File: config.mk
export PLATFORM = sky130hd
export DESIGN_NAME = cla_addsub_pipe_flat
export DESIGN_NICKNAME = d
export VERILOG_FILES = /design/src/rtl/cla_addsub_if.sv /design/src/rtl/cla_addsub_pipe.sv /design/src/flat_wrapper.sv
export SDC_FILE = /design/constraint.sdc
export NUM_CORES = 1
export LEC_CHECK = 0
export CAP_MARGIN = 0
export CORE_MARGIN = 4
export CORE_UTILIZATION = 46
export CTS_CLUSTER_DIAMETER = 30
export CTS_CLUSTER_SIZE = 20
export DETAILED_ROUTE_END_ITERATION = 10
export PLACE_DENSITY_LB_ADDON = 0.1
export SLEW_MARGIN = 20
export SYNTH_ARGS = -nofsm -noshare
export SYNTH_HDL_FRONTEND = slang
export SYNTH_SLANG_ARGS = --single-unit
File: constraint.sdc
create_clock -name clk -period 3 [get_ports clk]
set_input_delay 0.3 -clock clk [delete_from_list [all_inputs] [get_ports clk]]
set_output_delay 0.3 -clock clk [all_outputs]
set_load 0.01 [all_outputs]
File: src/rtl/cla_addsub_if.sv
// Valid/ready operand and result bundle for cla_addsub_pipe.
// slave = the adder, master = the producer/consumer side.
interface cla_addsub_if #(
  parameter int WIDTH = 32
);
  logic             in_valid;
  logic             in_ready;
  logic [WIDTH-1:0] a;
  logic [WIDTH-1:0] b;
  logic             cin;
  logic             op;
  logic             out_valid;
  logic             out_ready;
  logic [WIDTH-1:0] s;
  logic             cout;
  logic             ovf;
  logic             zero;

  modport master (
    output in_valid, a, b, cin, op, out_ready,
    input  in_ready, out_valid, s, cout, ovf, zero
  );

  modport slave (
    input  in_valid, a, b, cin, op, out_ready,
    output in_ready, out_valid, s, cout, ovf, zero
  );
endinterface

File: src/rtl/cla_addsub_pipe.sv
// Pipelined carry-lookahead adder/subtractor, one slice per stage,
// with a single global advance (valid/ready) and flag outputs.
module cla_addsub_pipe #(
  parameter int WIDTH  = 32,
  parameter int STAGES = 2
) (
  input  logic        clk,
  input  logic        rst,
  cla_addsub_if.slave bus
);
  localparam int SW = WIDTH / STAGES;
  localparam int NG = SW / 4;

  typedef struct packed {
    logic             v;
    logic             c;
    logic [WIDTH-1:0] a;
    logic [WIDTH-1:0] b;
    logic [WIDTH-1:0] s;
  } st_t;

  logic adv;
  logic ovf_q, ovf_d;
  logic zero_q, zero_d;
  st_t  fin_d;
  st_t  fin_q;

  // Groups of 4 are full lookahead; group carries ripple only
  // inside one slice.
  function automatic logic [SW:0] slice_add(
    input logic [SW-1:0] x,
    input logic [SW-1:0] y,
    input logic          ci
  );
    logic [SW-1:0] r;
    logic          c;
    logic [3:0]    p;
    logic [3:0]    g;
    logic [4:0]    cc;
    r = '0;
    c = ci;
    for (int j = 0; j < NG; j++) begin
      p = x[j*4 +: 4] ^ y[j*4 +: 4];
      g = x[j*4 +: 4] & y[j*4 +: 4];
      cc[0] = c;
      cc[1] = g[0] | (p[0] & c);
      cc[2] = g[1] | (p[1] & g[0])
            | (p[1] & p[0] & c);
      cc[3] = g[2] | (p[2] & g[1])
            | (p[2] & p[1] & g[0])
            | (p[2] & p[1] & p[0] & c);
      cc[4] = g[3] | (p[3] & g[2])
            | (p[3] & p[2] & g[1])
            | (p[3] & p[2] & p[1] & g[0])
            | (&p & c);
      r[j*4 +: 4] = p ^ cc[3:0];
      c = cc[4];
    end
    return {c, r};
  endfunction

  assign adv          = !fin_q.v || bus.out_ready;
  assign bus.in_ready = adv;

  for (genvar k = 0; k < STAGES; k++) begin : g_stage
    st_t         src;
    st_t         st_d;
    st_t         st_q;
    logic [SW:0] r;

    if (k == 0) begin : g_in
      always_comb begin
        src   = '0;
        src.v = bus.in_valid;
        src.c = bus.cin;
        src.a = bus.a;
        src.b = bus.op ? ~bus.b : bus.b;
      end
    end else begin : g_mid
      assign src = g_stage[k-1].st_q;
    end

    always_comb begin
      r    = slice_add(src.a[k*SW +: SW],
                       src.b[k*SW +: SW],
                       src.c);
      st_d = src;
      st_d.c = r[SW];
      st_d.s[k*SW +: SW] = r[SW-1:0];
    end

    always_ff @(posedge clk or posedge rst) begin
      if (rst) begin
        st_q <= '0;
      end else if (adv) begin
        st_q <= st_d;
      end
    end
  end

  assign fin_d = g_stage[STAGES-1].st_d;
  assign fin_q = g_stage[STAGES-1].st_q;

  always_comb begin
    ovf_d  = (fin_d.a[WIDTH-1] == fin_d.b[WIDTH-1])
          && (fin_d.s[WIDTH-1] != fin_d.a[WIDTH-1]);
    zero_d = (fin_d.s == '0);
  end

  always_ff @(posedge clk or posedge rst) begin
    if (rst) begin
      ovf_q  <= 1'b0;
      zero_q <= 1'b0;
    end else if (adv) begin
      ovf_q  <= ovf_d;
      zero_q <= zero_d;
    end
  end

  assign bus.out_valid = fin_q.v;
  assign bus.s         = fin_q.s;
  assign bus.cout      = fin_q.c;
  assign bus.ovf       = ovf_q;
  assign bus.zero      = zero_q;
endmodule

File: src/flat_wrapper.sv
// flat-port wrapper written by rule: the top's interface ports become plain ports
module cla_addsub_pipe_flat 
#(
  parameter int WIDTH  = 32,
  parameter int STAGES = 2
)
  (clk, rst, bus_in_valid, bus_a, bus_b, bus_cin, bus_op, bus_out_ready, bus_in_ready, bus_out_valid, bus_s, bus_cout, bus_ovf, bus_zero);
  cla_addsub_if #(.WIDTH(WIDTH)) bus_i ();
  input  logic clk;
  input  logic rst;
  input wire logic [$bits(bus_i.in_valid)-1:0] bus_in_valid;
  input wire logic [$bits(bus_i.a)-1:0] bus_a;
  input wire logic [$bits(bus_i.b)-1:0] bus_b;
  input wire logic [$bits(bus_i.cin)-1:0] bus_cin;
  input wire logic [$bits(bus_i.op)-1:0] bus_op;
  input wire logic [$bits(bus_i.out_ready)-1:0] bus_out_ready;
  output wire logic [$bits(bus_i.in_ready)-1:0] bus_in_ready;
  output wire logic [$bits(bus_i.out_valid)-1:0] bus_out_valid;
  output wire logic [$bits(bus_i.s)-1:0] bus_s;
  output wire logic [$bits(bus_i.cout)-1:0] bus_cout;
  output wire logic [$bits(bus_i.ovf)-1:0] bus_ovf;
  output wire logic [$bits(bus_i.zero)-1:0] bus_zero;
  assign bus_i.in_valid = bus_in_valid;
  assign bus_i.a = bus_a;
  assign bus_i.b = bus_b;
  assign bus_i.cin = bus_cin;
  assign bus_i.op = bus_op;
  assign bus_i.out_ready = bus_out_ready;
  assign bus_in_ready = bus_i.in_ready;
  assign bus_out_valid = bus_i.out_valid;
  assign bus_s = bus_i.s;
  assign bus_cout = bus_i.cout;
  assign bus_ovf = bus_i.ovf;
  assign bus_zero = bus_i.zero;
  cla_addsub_pipe #(.WIDTH(WIDTH), .STAGES(STAGES)) u_core (.clk(clk), .rst(rst), .bus(bus_i));
endmodule
Yosys cells after proc, flatten, opt, wreduce, memory -nomap -nowiden. Cells that the tools add are included.

Bits in writable memories: 0. Flip-flop bits (word level): 118. Bits in read-only memories: 0. Memories: 0. Latch bits: 0. Output and inout bits: 37.

Muxes and demuxes: 1. Divide/modulo/power cells: 0. Multiply operators: 0. Order comparisons: 0. Add/subtract/negate cells: 0. Equal/unequal tests: 2. Shifts and indexed selects: 0. Reduce and logical (&&, ||, !) cells: 12. Bitwise logic cells: 225.

Operators by type and width (number): $and A1 B1 Y1 (120); $or A1 B1 Y1 (80); $xor A4 B4 Y4 (16); $and A4 B4 Y4 (8); $logic_not A32 Y1 (1); $mux W32 (1); $not A32 Y32 (1); $reduce_and A4 Y1 (8); $eq A1 B1 Y1 (1); $logic_and A1 B1 Y1 (1); $logic_not A1 Y1 (1); $logic_or A1 B1 Y1 (1); $ne A1 B1 Y1 (1).

Logic depth before layout (Yosys ltp).
Depth in word-level cells: 15. Gate-level depth with buffers: 12. Depth with buffers taken out: 12.

Worst setup path before layout. No wires, ideal clock.

Path kind: register to register. Start point: register u_core.g_stage[0].st_q (netlist bit u_core.fin_d[54]). End point: register u_core.zero_q, in the netlist u_core.bus.zero. Stages on the path, launching flop included: 12. Data required time: 2.935 ns. Arrival: 3.055 ns. Setup slack: -0.120 ns. Clock period less this slack: 3.120 ns. Cells stage by stage: dfrtp_1 ha_1 a21o_1 a21oi_1 o31ai_4 a21boi_2 o21ai_0 fa_1 or4_1 nor4_1 o221a_1 a22o_1.

RTL lines: start: declaration (line cla_addsub_pipe.sv:68) `st_t st_q;`; start signal: assignment (line cla_addsub_pipe.sv:96) `st_q <= st_d;`; end signal: assignment (line cla_addsub_pipe.sv:116) `zero_q <= zero_d;`; end: declaration (line cla_addsub_pipe.sv:24) `logic zero_q, zero_d;`.

==> key figures <==
Synthesis
  • Share of the synthesized area in the top cell type: about 44%
  • Synthesis-stage register bit count: 86
  • Synthesized area per cell: around 9.2 µm²
  • Top cells by area in the synthesized netlist: dfrtp_1, nand2_1, ha_1
  • Synthesized net count: 640
  • Post-synth top cells: nand2_1, dfrtp_1, ha_1
  • Async set-or-reset flop fraction in the synthesized netlist: 100%
  • Cell Area, Synth: slightly below 5000 µm²
  • Cell accounting for the most synthesized area: dfrtp_1
  • Main flop type after synthesis: dfrtp_1
  • Cell with the most instances after synthesis: nand2_1
  • Number of standard cells after synthesis: 530
  • EDFF count, synth: 0
  • Portion of the post-synthesis area used by sequential elements: roughly 44%
  • Yosys warning total: 0
  • Count of different cell masters after synthesis: 53

Die
  • Core Footprint: 10300 µm²
  • Number of ports placed on the die boundary: 107
  • Die area: ~12000 µm²
  • Effective utilization at floorplan: around 47%
  • Chip width: between 100 and 150 µm
  • Total number of placement rows: 37
  • Die height: ~110 µm

Placement
  • Routability cong.: roughly 0.87
  • Number of port buffers: around 110
  • Post-DP HPWL: approximately 8300 µm
  • Setup WS pre-CTS: -0.0560 ns
  • Number of instances in the placed design: 763

Finish
  • Layout Nets: about 750
  • Area Growth Syn to Fin: 31.6%
  • Area occupied by multi-input gates: roughly 2600 µm²
  • Final standard cell count with taps included and fillers excluded: 779
  • Number of diodes: 0
  • Filler cells: 900
  • Ratio of cells with drive above 1 in the final layout: 8.24%
  • Footprint of the flip-flops and latches: 2150 µm²

Setup path
  • Dominant delay contributor by cell family on the critical path: compound AO/OA/AOI/OAI gates
  • Critical path type: flip-flop to flip-flop
  • WP depth: 11
  • CP peak stage delay: 0.52 ns
  • FF-to-FF End: u_core.bus.zero
  • R2R Path Start: u_core.fin_d[48]
  • Cell-by-cell listing of the critical path: ha_1, a211oi_2, o21a_4, o31ai_4, a21boi_2, o21ai_2, fa_1, or4_4, nor4_2, o221a_1, a22o_1
  • Highest-delay cell along the critical path: or4_4
  • CP startpoint: u_core.fin_d[48]
  • Internal reg-to-reg setup slack: -0.06 ns
  • Endpoint arrival time on the critical path: about 3.4 ns
  • Critical Path Source Type: flip-flop
  • Endpoint class of the critical path: flip-flop
  • CP bufs+invs: 0
  • CP Data Required Time: 3.31 ns
  • Crit path to: u_core.bus.zero
  • Highest net fanout along the worst path: 2
  • Worst R2R Path Depth: 11

Clocking
  • Root buffer cell: clkbuf_8
  • CTS H-Tree Depth: 3
  • Cts hold-fix bufs: 0
  • Clock sinks: 86
  • Worst skew pair latency: 0.36 ns
  • Clock Pin Slew Worst Setup and Hold Paths: approximately 0.090 ns
  • TritonCTS clock tree: done
  • Number of CTS-inserted buffers: 9
  • Max clock buf depth: 2
  • Setup Fix Bufs, Post-CTS: 0

Job
  • # Max-Cap Violations: 0

Power and ir drop
  • Peak VDD IR: 0.409 mV
  • P per Cell Area: around 700 nW/µm²
  • Leakage power: roughly 2.9 nW

Outcome
  • Outcome: finished, violations left
  • Failing checks: setup timing

Timing
  • Clock Skews: 0.0143 ns
  • Slew at the pin closest to its max-slew limit: 0.756 ns
  • Final worst path period share: 102%
  • Maximum clock frequency: roughly 330 MHz
  • Worst rel slew slack: 49.6%
  • Final setup margin: -0.0577 ns
  • Setup violators final: 1
  • Min Clock Period, post-route: 3.06 ns
  • Count of final max-slew check failures: 0
  • Setup repair after global routing missed its margin: yes
  • Endpoints failing hold: 0

Drt
  • # DRC: 0
  • Drt pass-1 iters: 4
  • Via count of the routed design: around 3.9k
  • Antenna-violating nets left: 0
  • Violation count after the first detailed-routing iteration: approximately 120
  • Detailed Route WL: about 11000 µm
  • Average routed wire per standard cell: ~14 µm
  • Vias/cell: 5.03

Worst hold path
  • Path type of the worst min-delay path: input port to asynchronous set/reset pin

GRT
  • Largest net degree at the start of global routing: 99
  • Via count of the first global-routing pass: 3953
  • Wire length of the first global-routing pass: around 19000 µm
  • Antenna violations before repair: 0
  • Overall track demand over capacity in global routing: a little under a fifth
  • Residual overflow from global routing: 0
==> placed cells by master (no fill, tap or decap), drive strengths merged, types with 6 or more instances in the layout <==
cell,count
ha,32
nor2,28
nor4,7
o21ai,36
dfrtp,86
fa,8
xor2,30
clkdlybuf4s50,105
o31ai,6
inv,11
nand2,147
xnor2,25
buf,15
clkbuf,13
a21oi,32
==> final cells by class <==
type | instances | share of cell area [%]
Sequential cell | 86 | 33.4
Clock inverter | 3 | 1.01
Clock buffer | 13 | 2.62
Timing Repair Buffer | 120 | 18.4
Inverter | 12 | 0.719
Tap cell | 136 | 2.64
Multi-Input combinational cell | 409 | 41.1
==> report_power, final <==
part           switching, mW  internal (mW)  leakage [nW]
clock                  0.408          0.537         0.120
combinational          0.883          0.943          1.77
sequential             0.233           1.49          1.02
total                   1.52           2.97          2.91
==> registers in the layout, summed over array words and instances (netlist names) <==
register,cells
u_core.bus.zero,1
u_core.bus.s,32
u_core.bus.out_valid,1
u_core.bus.ovf,1
u_core.bus.cout,1
u_core.g_stage.st_q,1
u_core.fin_d,49
==> worst register-to-register path, stage by stage (launching register included) <==
cell	delay, ns
dfrtp_1	0.38
ha_1	0.32
a211oi_2	0.29
o21a_4	0.18
o31ai_4	0.08
a21boi_2	0.18
o21ai_2	0.08
fa_1	0.50
or4_4	0.52
nor4_2	0.16
o221a_1	0.21
a22o_1	0.11
==> routing by layer <==
layer  track usage [%]  vias up  share of wire (%)
met5                 0        -                  0
met4              3.41        0               0.60
met3              5.57        7                5.5
met2              30.4       89                 47
met1              26.4     1846                 47
li1                  -     1980                  -
==> metrics by stage <==
| stage | utilization [%] | total power, mW | setup TNS [ns] | cell area [µm²] | hold WS [ns] |
|---|---|---|---|---|---|
| after floorplan | - | 2.73 | 0 | 4910 | 0.412 |
| after global placement | 59.9 | 3.52 | 0 | 6190 | 0.449 |
| after detailed placement | 59.9 | 3.57 | -0.0560 | 6190 | 0.455 |
| after CTS | 62.2 | 4.52 | -0.0674 | 6420 | 0.369 |
| after global routing | 62.3 | 4.82 | -0.233 | 6440 | 0.400 |
| final | 62.3 | 4.49 | -0.0577 | 6440 | 0.335 |
==> repair_timing <==
action                     4_1_cts  5_1_grt
resized for setup                0        3
pin swaps                        0        1
setup endpoints to repair        1        1
==> worst min-delay path by stage <==
stage / slack (ns) / end / startpoint / depth (start not counted)
floorplan: 0.41 / u_core.fin_d[97] / bus_in_valid / 2
global placement: 0.45 / u_core.bus.s[2] / u_core.bus.s[2] / 2
detailed placement: 0.45 / u_core.bus.s[2] / u_core.bus.s[2] / 2
CTS: 0.37 / u_core.fin_d[58] / rst / 3
global route: 0.40 / u_core.fin_d[58] / rst / 3
finish: 0.34 / u_core.fin_d[58] / rst / 3
==> cell families after synthesis <==
family	synth area share (%)
AOI/OAI and AO/OA	12.9
xor gates and xnor gates	9.85
adders and majority gates	11.5
buffers and inverters	2.74
DFF	44.0
muxes	0.205
and+or+nand+nor	18.8
No activity file was read; power rests on OpenSTA's default activity.
